==> config.mk <==
export PLATFORM = sky130hd
export DESIGN_NAME = rc4_engine
export DESIGN_NICKNAME = d
export VERILOG_FILES = /design/src/rtl/rc4_pkg.sv /design/src/rtl/rc4_char_check.sv /design/src/rtl/rc4_engine.sv
export SDC_FILE = /design/constraint.sdc
export NUM_CORES = 1
export LEC_CHECK = 0
export CAP_MARGIN = 0
export CORE_MARGIN = 2
export CORE_UTILIZATION = 55
export CTS_CLUSTER_SIZE = 8
export DETAILED_ROUTE_END_ITERATION = 16
export GPL_TIMING_DRIVEN = 0
export MAX_ROUTING_LAYER = met4
export PLACE_DENSITY = 0.93
export SLEW_MARGIN = 30
export SYNTH_ARGS = -nofsm -noshare
export SYNTH_HDL_FRONTEND = slang
export SYNTH_SLANG_ARGS = --single-unit
==> constraint.sdc <==
create_clock -name clk -period 6.01 [get_ports clk]
set_clock_uncertainty 0.2 [all_clocks]
set_input_delay 1.202 -clock clk [delete_from_list [all_inputs] [get_ports clk]]
set_output_delay 1.202 -clock clk [all_outputs]
set_load 0.005 [all_outputs]
==> src/rtl/rc4_pkg.sv <==
// Shared definitions for the RC4 decryption engine: FSM states, S-array depth,
// plaintext character bounds and per-phase cycle costs.
package rc4_pkg;

  localparam int S_DEPTH              = 256;
  localparam int INIT_CYCLES          = S_DEPTH;
  localparam int KSA_CYCLES           = 6 * S_DEPTH;
  localparam int PRGA_CYCLES_PER_BYTE = 9;

  localparam logic [7:0] CHAR_LO = 8'h61;
  localparam logic [7:0] CHAR_HI = 8'h7A;
  localparam logic [7:0] CHAR_SP = 8'h20;

  typedef enum logic [4:0] {
    ST_IDLE,
    ST_INIT,
    ST_KSA_RD_I,
    ST_KSA_WAIT_I,
    ST_KSA_RD_J,
    ST_KSA_WAIT_J,
    ST_KSA_WR_I,
    ST_KSA_WR_J,
    ST_PRGA_RD_I,
    ST_PRGA_WAIT_I,
    ST_PRGA_RD_J,
    ST_PRGA_WAIT_J,
    ST_PRGA_WR_I,
    ST_PRGA_WR_J,
    ST_PRGA_RD_F,
    ST_PRGA_WAIT_F,
    ST_PRGA_WR_D,
    ST_DONE
  } rc4_state_t;

endpackage

==> src/rtl/rc4_char_check.sv <==
// Combinational plausibility check of one plaintext byte: lowercase letter or space.
module rc4_char_check
  import rc4_pkg::*;
(
  input  logic [7:0] char_byte,
  output logic       char_ok
);

  assign char_ok = ((char_byte >= CHAR_LO) && (char_byte <= CHAR_HI)) ||
                   (char_byte == CHAR_SP);

endmodule

==> src/rtl/rc4_engine.sv <==
// RC4 decryption engine: S init, KSA and PRGA/XOR driving external S, E and D RAMs.
// Optional build macro RC4_EARLY_ABORT_EN stops PRGA at the first implausible byte.
module rc4_engine
  import rc4_pkg::*;
#(
  parameter int KEY_BYTES = 3,
  parameter int MSG_LEN   = 32
) (
  input  logic                   clk,
  input  logic                   reset,
  input  logic                   start,
  input  logic [8*KEY_BYTES-1:0] secret_key,
  output logic                   busy,
  output logic                   done,
  output logic                   key_valid,
  output logic [7:0]             s_addr,
  output logic [7:0]             s_wdata,
  output logic                   s_wren,
  input  logic [7:0]             s_rdata,
  output logic [7:0]             e_addr,
  input  logic [7:0]             e_rdata,
  output logic [7:0]             d_addr,
  output logic [7:0]             d_wdata,
  output logic                   d_wren
);

  localparam int              KIDX_W    = (KEY_BYTES > 1) ? $clog2(KEY_BYTES) : 1;
  localparam logic [KIDX_W-1:0] LAST_KIDX = KIDX_W'(KEY_BYTES - 1);
  localparam logic [7:0]      LAST_K    = 8'(MSG_LEN - 1);

  rc4_state_t               state_reg, state_next;
  logic [8*KEY_BYTES-1:0]   key_reg, key_next;
  logic [7:0]               i_reg, i_next;
  logic [7:0]               j_reg, j_next;
  logic [7:0]               k_reg, k_next;
  logic [KIDX_W-1:0]        kidx_reg, kidx_next;
  logic [7:0]               si_reg, si_next;
  logic [7:0]               sj_reg, sj_next;
  logic [7:0]               f_reg, f_next;
  logic                     key_valid_reg, key_valid_next;

  logic [7:0] key_bytes [KEY_BYTES];
  logic [7:0] plain_byte;
  logic       char_ok;

  // Byte 0 of the key sits in the most significant byte lane.
  generate
    for (genvar gi = 0; gi < KEY_BYTES; gi++) begin : g_key_byte
      assign key_bytes[gi] = key_reg[8*(KEY_BYTES-1-gi) +: 8];
    end
  endgenerate

  assign plain_byte = f_reg ^ e_rdata;
  assign key_valid  = key_valid_reg;

  rc4_char_check u_char_check (
    .char_byte (plain_byte),
    .char_ok   (char_ok)
  );

  always_ff @(posedge clk or posedge reset) begin
    if (reset) begin
      state_reg     <= ST_IDLE;
      key_reg       <= '0;
      i_reg         <= '0;
      j_reg         <= '0;
      k_reg         <= '0;
      kidx_reg      <= '0;
      si_reg        <= '0;
      sj_reg        <= '0;
      f_reg         <= '0;
      key_valid_reg <= 1'b0;
    end else begin
      state_reg     <= state_next;
      key_reg       <= key_next;
      i_reg         <= i_next;
      j_reg         <= j_next;
      k_reg         <= k_next;
      kidx_reg      <= kidx_next;
      si_reg        <= si_next;
      sj_reg        <= sj_next;
      f_reg         <= f_next;
      key_valid_reg <= key_valid_next;
    end
  end

  always_comb begin
    state_next     = state_reg;
    key_next       = key_reg;
    i_next         = i_reg;
    j_next         = j_reg;
    k_next         = k_reg;
    kidx_next      = kidx_reg;
    si_next        = si_reg;
    sj_next        = sj_reg;
    f_next         = f_reg;
    key_valid_next = key_valid_reg;
    busy           = 1'b1;
    done           = 1'b0;
    s_addr         = 8'h00;
    s_wdata        = 8'h00;
    s_wren         = 1'b0;
    e_addr         = 8'h00;
    d_addr         = 8'h00;
    d_wdata        = 8'h00;
    d_wren         = 1'b0;

    case (state_reg)
      ST_IDLE: begin
        busy = 1'b0;
        if (start) begin
          key_next       = secret_key;
          i_next         = 8'h00;
          j_next         = 8'h00;
          k_next         = 8'h00;
          kidx_next      = '0;
          key_valid_next = 1'b1;
          state_next     = ST_INIT;
        end
      end
      ST_INIT: begin
        s_addr  = i_reg;
        s_wdata = i_reg;
        s_wren  = 1'b1;
        i_next  = i_reg + 8'd1;
        if (i_reg == 8'hFF) state_next = ST_KSA_RD_I;
      end
      ST_KSA_RD_I: begin
        s_addr = i_reg;
        if (i_reg == 8'h00) j_next = 8'h00;
        state_next = ST_KSA_WAIT_I;
      end
      ST_KSA_WAIT_I: begin
        si_next    = s_rdata;
        state_next = ST_KSA_RD_J;
      end
      ST_KSA_RD_J: begin
        j_next     = j_reg + si_reg + key_bytes[kidx_reg];
        s_addr     = j_next;
        state_next = ST_KSA_WAIT_J;
      end
      ST_KSA_WAIT_J: begin
        sj_next    = s_rdata;
        state_next = ST_KSA_WR_I;
      end
      ST_KSA_WR_I: begin
        s_addr     = i_reg;
        s_wdata    = sj_reg;
        s_wren     = 1'b1;
        state_next = ST_KSA_WR_J;
      end
      ST_KSA_WR_J: begin
        s_addr    = j_reg;
        s_wdata   = si_reg;
        s_wren    = 1'b1;
        i_next    = i_reg + 8'd1;
        kidx_next = (kidx_reg == LAST_KIDX) ? '0 : kidx_reg + 1'b1;
        if (i_reg == 8'hFF) begin
          // PRGA starts with i = k + 1 = 1 and a fresh j.
          i_next     = 8'd1;
          j_next     = 8'h00;
          k_next     = 8'h00;
          state_next = ST_PRGA_RD_I;
        end else begin
          state_next = ST_KSA_RD_I;
        end
      end
      ST_PRGA_RD_I: begin
        s_addr     = i_reg;
        state_next = ST_PRGA_WAIT_I;
      end
      ST_PRGA_WAIT_I: begin
        si_next    = s_rdata;
        state_next = ST_PRGA_RD_J;
      end
      ST_PRGA_RD_J: begin
        j_next     = j_reg + si_reg;
        s_addr     = j_next;
        state_next = ST_PRGA_WAIT_J;
      end
      ST_PRGA_WAIT_J: begin
        sj_next    = s_rdata;
        state_next = ST_PRGA_WR_I;
      end
      ST_PRGA_WR_I: begin
        s_addr     = i_reg;
        s_wdata    = sj_reg;
        s_wren     = 1'b1;
        state_next = ST_PRGA_WR_J;
      end
      ST_PRGA_WR_J: begin
        s_addr     = j_reg;
        s_wdata    = si_reg;
        s_wren     = 1'b1;
        state_next = ST_PRGA_RD_F;
      end
      ST_PRGA_RD_F: begin
        // After the swap S[i]+S[j] is the same sum as before it.
        s_addr     = si_reg + sj_reg;
        state_next = ST_PRGA_WAIT_F;
      end
      ST_PRGA_WAIT_F: begin
        f_next     = s_rdata;
        state_next = ST_PRGA_WR_D;
      end
      ST_PRGA_WR_D: begin
        d_addr  = k_reg;
        d_wdata = plain_byte;
        d_wren  = 1'b1;
        i_next  = i_reg + 8'd1;
        k_next  = k_reg + 8'd1;
        if (!char_ok) key_valid_next = 1'b0;
        if (k_reg == LAST_K) begin
          state_next = ST_DONE;
`ifdef RC4_EARLY_ABORT_EN
        end else if (!char_ok) begin
          state_next = ST_DONE;
`endif
        end else begin
          state_next = ST_PRGA_RD_I;
        end
      end
      ST_DONE: begin
        busy       = 1'b0;
        done       = 1'b1;
        state_next = ST_IDLE;
      end
      default: begin
        busy       = 1'b0;
        state_next = ST_IDLE;
      end
    endcase

    if (state_reg inside {ST_PRGA_RD_I, ST_PRGA_WAIT_I, ST_PRGA_RD_J, ST_PRGA_WAIT_J,
                          ST_PRGA_WR_I, ST_PRGA_WR_J, ST_PRGA_RD_F, ST_PRGA_WAIT_F,
                          ST_PRGA_WR_D})
      e_addr = k_reg;
  end

endmodule
==> impl_metrics.ini, run 1 <==
[finish]
n_antenna_cell = 0
drive_gt1_share_pct = 8.27
largest_reg_flops = 24
nets = 706
syn2layout_area_growth_pct = 24.6
design_area_um2 = 6400

[detailed_routing]
via_per_inst = 6.04
final_antenna_net_count = 0
drt_iter0_drc = 292
finalWirelength_um = 13700
via_count = 4540
drt-pass1-iter-count = 6
drc = 0
wl_per_cell_um = 18.2

[power]
p_switching_w = 0.00162
power.ir.vdd_worst_mv = 0.375
p_comb_share_pct = 62.1
p_leak_nw = 2.81
power.internal_w = 0.00201
clkPwrFrac_pct = 12.7
pwr-share-seq_pct = 25.2
swShare_pct = 44.6
p_per_area_nw_per_um2 = 567

[flow_run]
maxCapViolCount = 0

[clock_network]
cts_sinks = 80
numCtsBuffers = 9
cts_root_buf = clkbuf_8
hold_buffers = 0
clk_latency_ns = 0.38
cts.path.max_buffers = 2
clk_pin_slew_worst_paths_ns = 0.09
cts_max_level = 3
cts_tree = yes
cts_resized = 0
postCtsSetupRepairBufs = 0

[grt]
grt_max_degree = 43
grt_util_all_layers_pct = 29.3
grt_pass1_vias = 4637
antenna_found_initial = 0
gr-total-overflow = 0
grt_pass1_wl_um = 22600

[sta]
tns_ns = 0
slew_headroom_pct = 44.0
finalHoldViolations = 0
layout_setup_ws_ns = 0.473
period_share_pct = 92.1
min_period_ns = 5.54
rsz0062_at_grt = false
slew_viol_final = 0
worstMarginPinSlew_ns = 0.834
hold_slack_ns = 0.300
fmax_ghz = 0.181
finalSetupViolations = 0

[critical_path]
r2r_slack_ns = 2.40
crit_path_start_kind = register
cp.arrival_ns = 4.13
cp_max_fo = 4
end_kind = output pin
cp_data_required_time_ns = 4.61
critPathKind = reg2out

[die]
die_w_um = 101
boundaryPins = 88
initial_core_util_pct = 56.1
dieArea_um2 = 10100
core-area_um2 = 9150
fp-row-count = 35
die_height_um = 101

[logic_synthesis]
synth_common_cells = 80 x dfrtp_1, 64 x nand2_1, 37 x nor2_1
syn_inst = 537
ys_seq_elements = 80
syn_area_per_cell_um2 = 9.57
synthesis.nets = 607
ys.flop_type = dfrtp_1
netlist_area_um2 = 5140
synth.area.top_cells = dfrtp_1 39%, mux2_1 6.8%, ha_1 5.8%, nand2_1 4.7%, xnor2_1 4.4%
post-synth-top-count-cell = dfrtp_1
yosys_warnings = 0
seq_area_frac_synth_pct = 39.0
yosysTopAreaCell = dfrtp_1
synth_edf_count = 0
synthDistinctLibCells = 55
synth_top_area_share_pct = 39.0
async_flop_share_pct = 100

[placement]
port_buffers = 87
place_ws_ns = 0.907
gp_congestion = 0.912
hpwl_um = 10100
dpl_cell_area_um2 = 6170

[run_status]
status = finished clean

[worst_hold_path]
hold_path_class = reg2reg
## metrics by stage
step / utilization, % / instances / total power [W]
2_1_floorplan: - / 537 / 0.00245
6_report: 70.0 / 752 / 0.00363
5_1_grt: 70.0 / 752 / 0.00391
3_3_place_gp: 67.2 / 735 / 0.00296
3_5_place_dp: 67.4 / 736 / 0.00308
4_1_cts: 69.9 / 752 / 0.00360
## placed cells by master, fill, tap and decap left out, types with 8 or more instances in the layout
master	count
nor2_1	37
mux2_1	31
and3_1	14
o21ai_0	18
a22oi_1	8
nor4_1	8
inv_1	20
clkbuf_8	9
nand2_1	64
clkdlybuf4s50_1	87
mux2_2	18
nand3_1	13
a21oi_1	18
xnor2_1	26
xor2_1	11
mux2i_1	17
clkbuf_1	12
o21ai_1	26
ha_1	24
nor2b_1	11
dfrtp_1	80
## critical path: stages (launching register included)
cell and delay (ns):
dfrtp_1 0.43, ha_1 0.21, inv_1 0.07, fa_1 0.20
inv_1 0.05, a21o_1 0.18, a21oi_1 0.23, o21bai_1 0.09
a21oi_1 0.17, xor2_1 0.24, inv_1 0.08, ha_1 0.24
nor3_1 0.26, nor2_1 0.07, o41ai_1 0.09, xnor2_1 0.19
xnor2_1 0.14, o21ai_1 0.09, a211o_1 0.24, clkdlybuf4s50_1 0.48
## cell type report
class                      instances  area (um2)
inverter                          23        88.8
sequential                        80        2000
timing repair buffer              88         891
fill                             649        2750
multi-input combinational        413        2970
tap                              111         139
clock inverter                     7         103
buffer                            21        90.1
clock buffer                       9         124
## power groups by stage
stage	sequential (W)	combinational (W)	clock [W]
floorplan	0.000852	0.00160	0
global placement	0.000901	0.00205	0
detailed placement	0.000916	0.00216	0
CTS	0.000906	0.00222	0.000467
global route	0.000931	0.00250	0.000487
finish	0.000914	0.00225	0.000462
## final timing paths
kind / start / endpoint / cells after the start
max reg2reg: si_reg[0] / j_reg[7] / 18
max in group asynchronous: reset / i_reg[2] / 3
max: si_reg[0] / s_addr[7] / 19
min: key_bytes[0] / key_bytes[0] / 1
min in group asynchronous: reset / j_reg[2] / 2
min reg2reg: key_bytes[0] / key_bytes[0] / 1
## per-layer routing
metal | GRT usage (%) | vias up | share of wire [%]
met4 | 13.6 | 0 | 3.1
li1 | - | 2107 | -
met2 | 47.0 | 182 | 50
met3 | 4.92 | 43 | 7.0
met1 | 36.2 | 2208 | 40
met5 | - | - | 0
## kinds of logic after synthesis
logic type      synth area share, %
compound gates                 13.5
xor+xnor                       6.31
fa+ha+maj                      7.01
buf+inv                        3.43
flops                          39.0
mux                            14.1
simple gates                   16.7
No activity file was read; power rests on OpenSTA's default activity.
==> inputs of run 2 (changes only) <==
Settings changed: CAP_MARGIN 0 to 10, HOLD_SLACK_MARGIN set to 0.03.
==> results of run 2 <==
Final layout, timing and power as in run 1 (identical DEF).
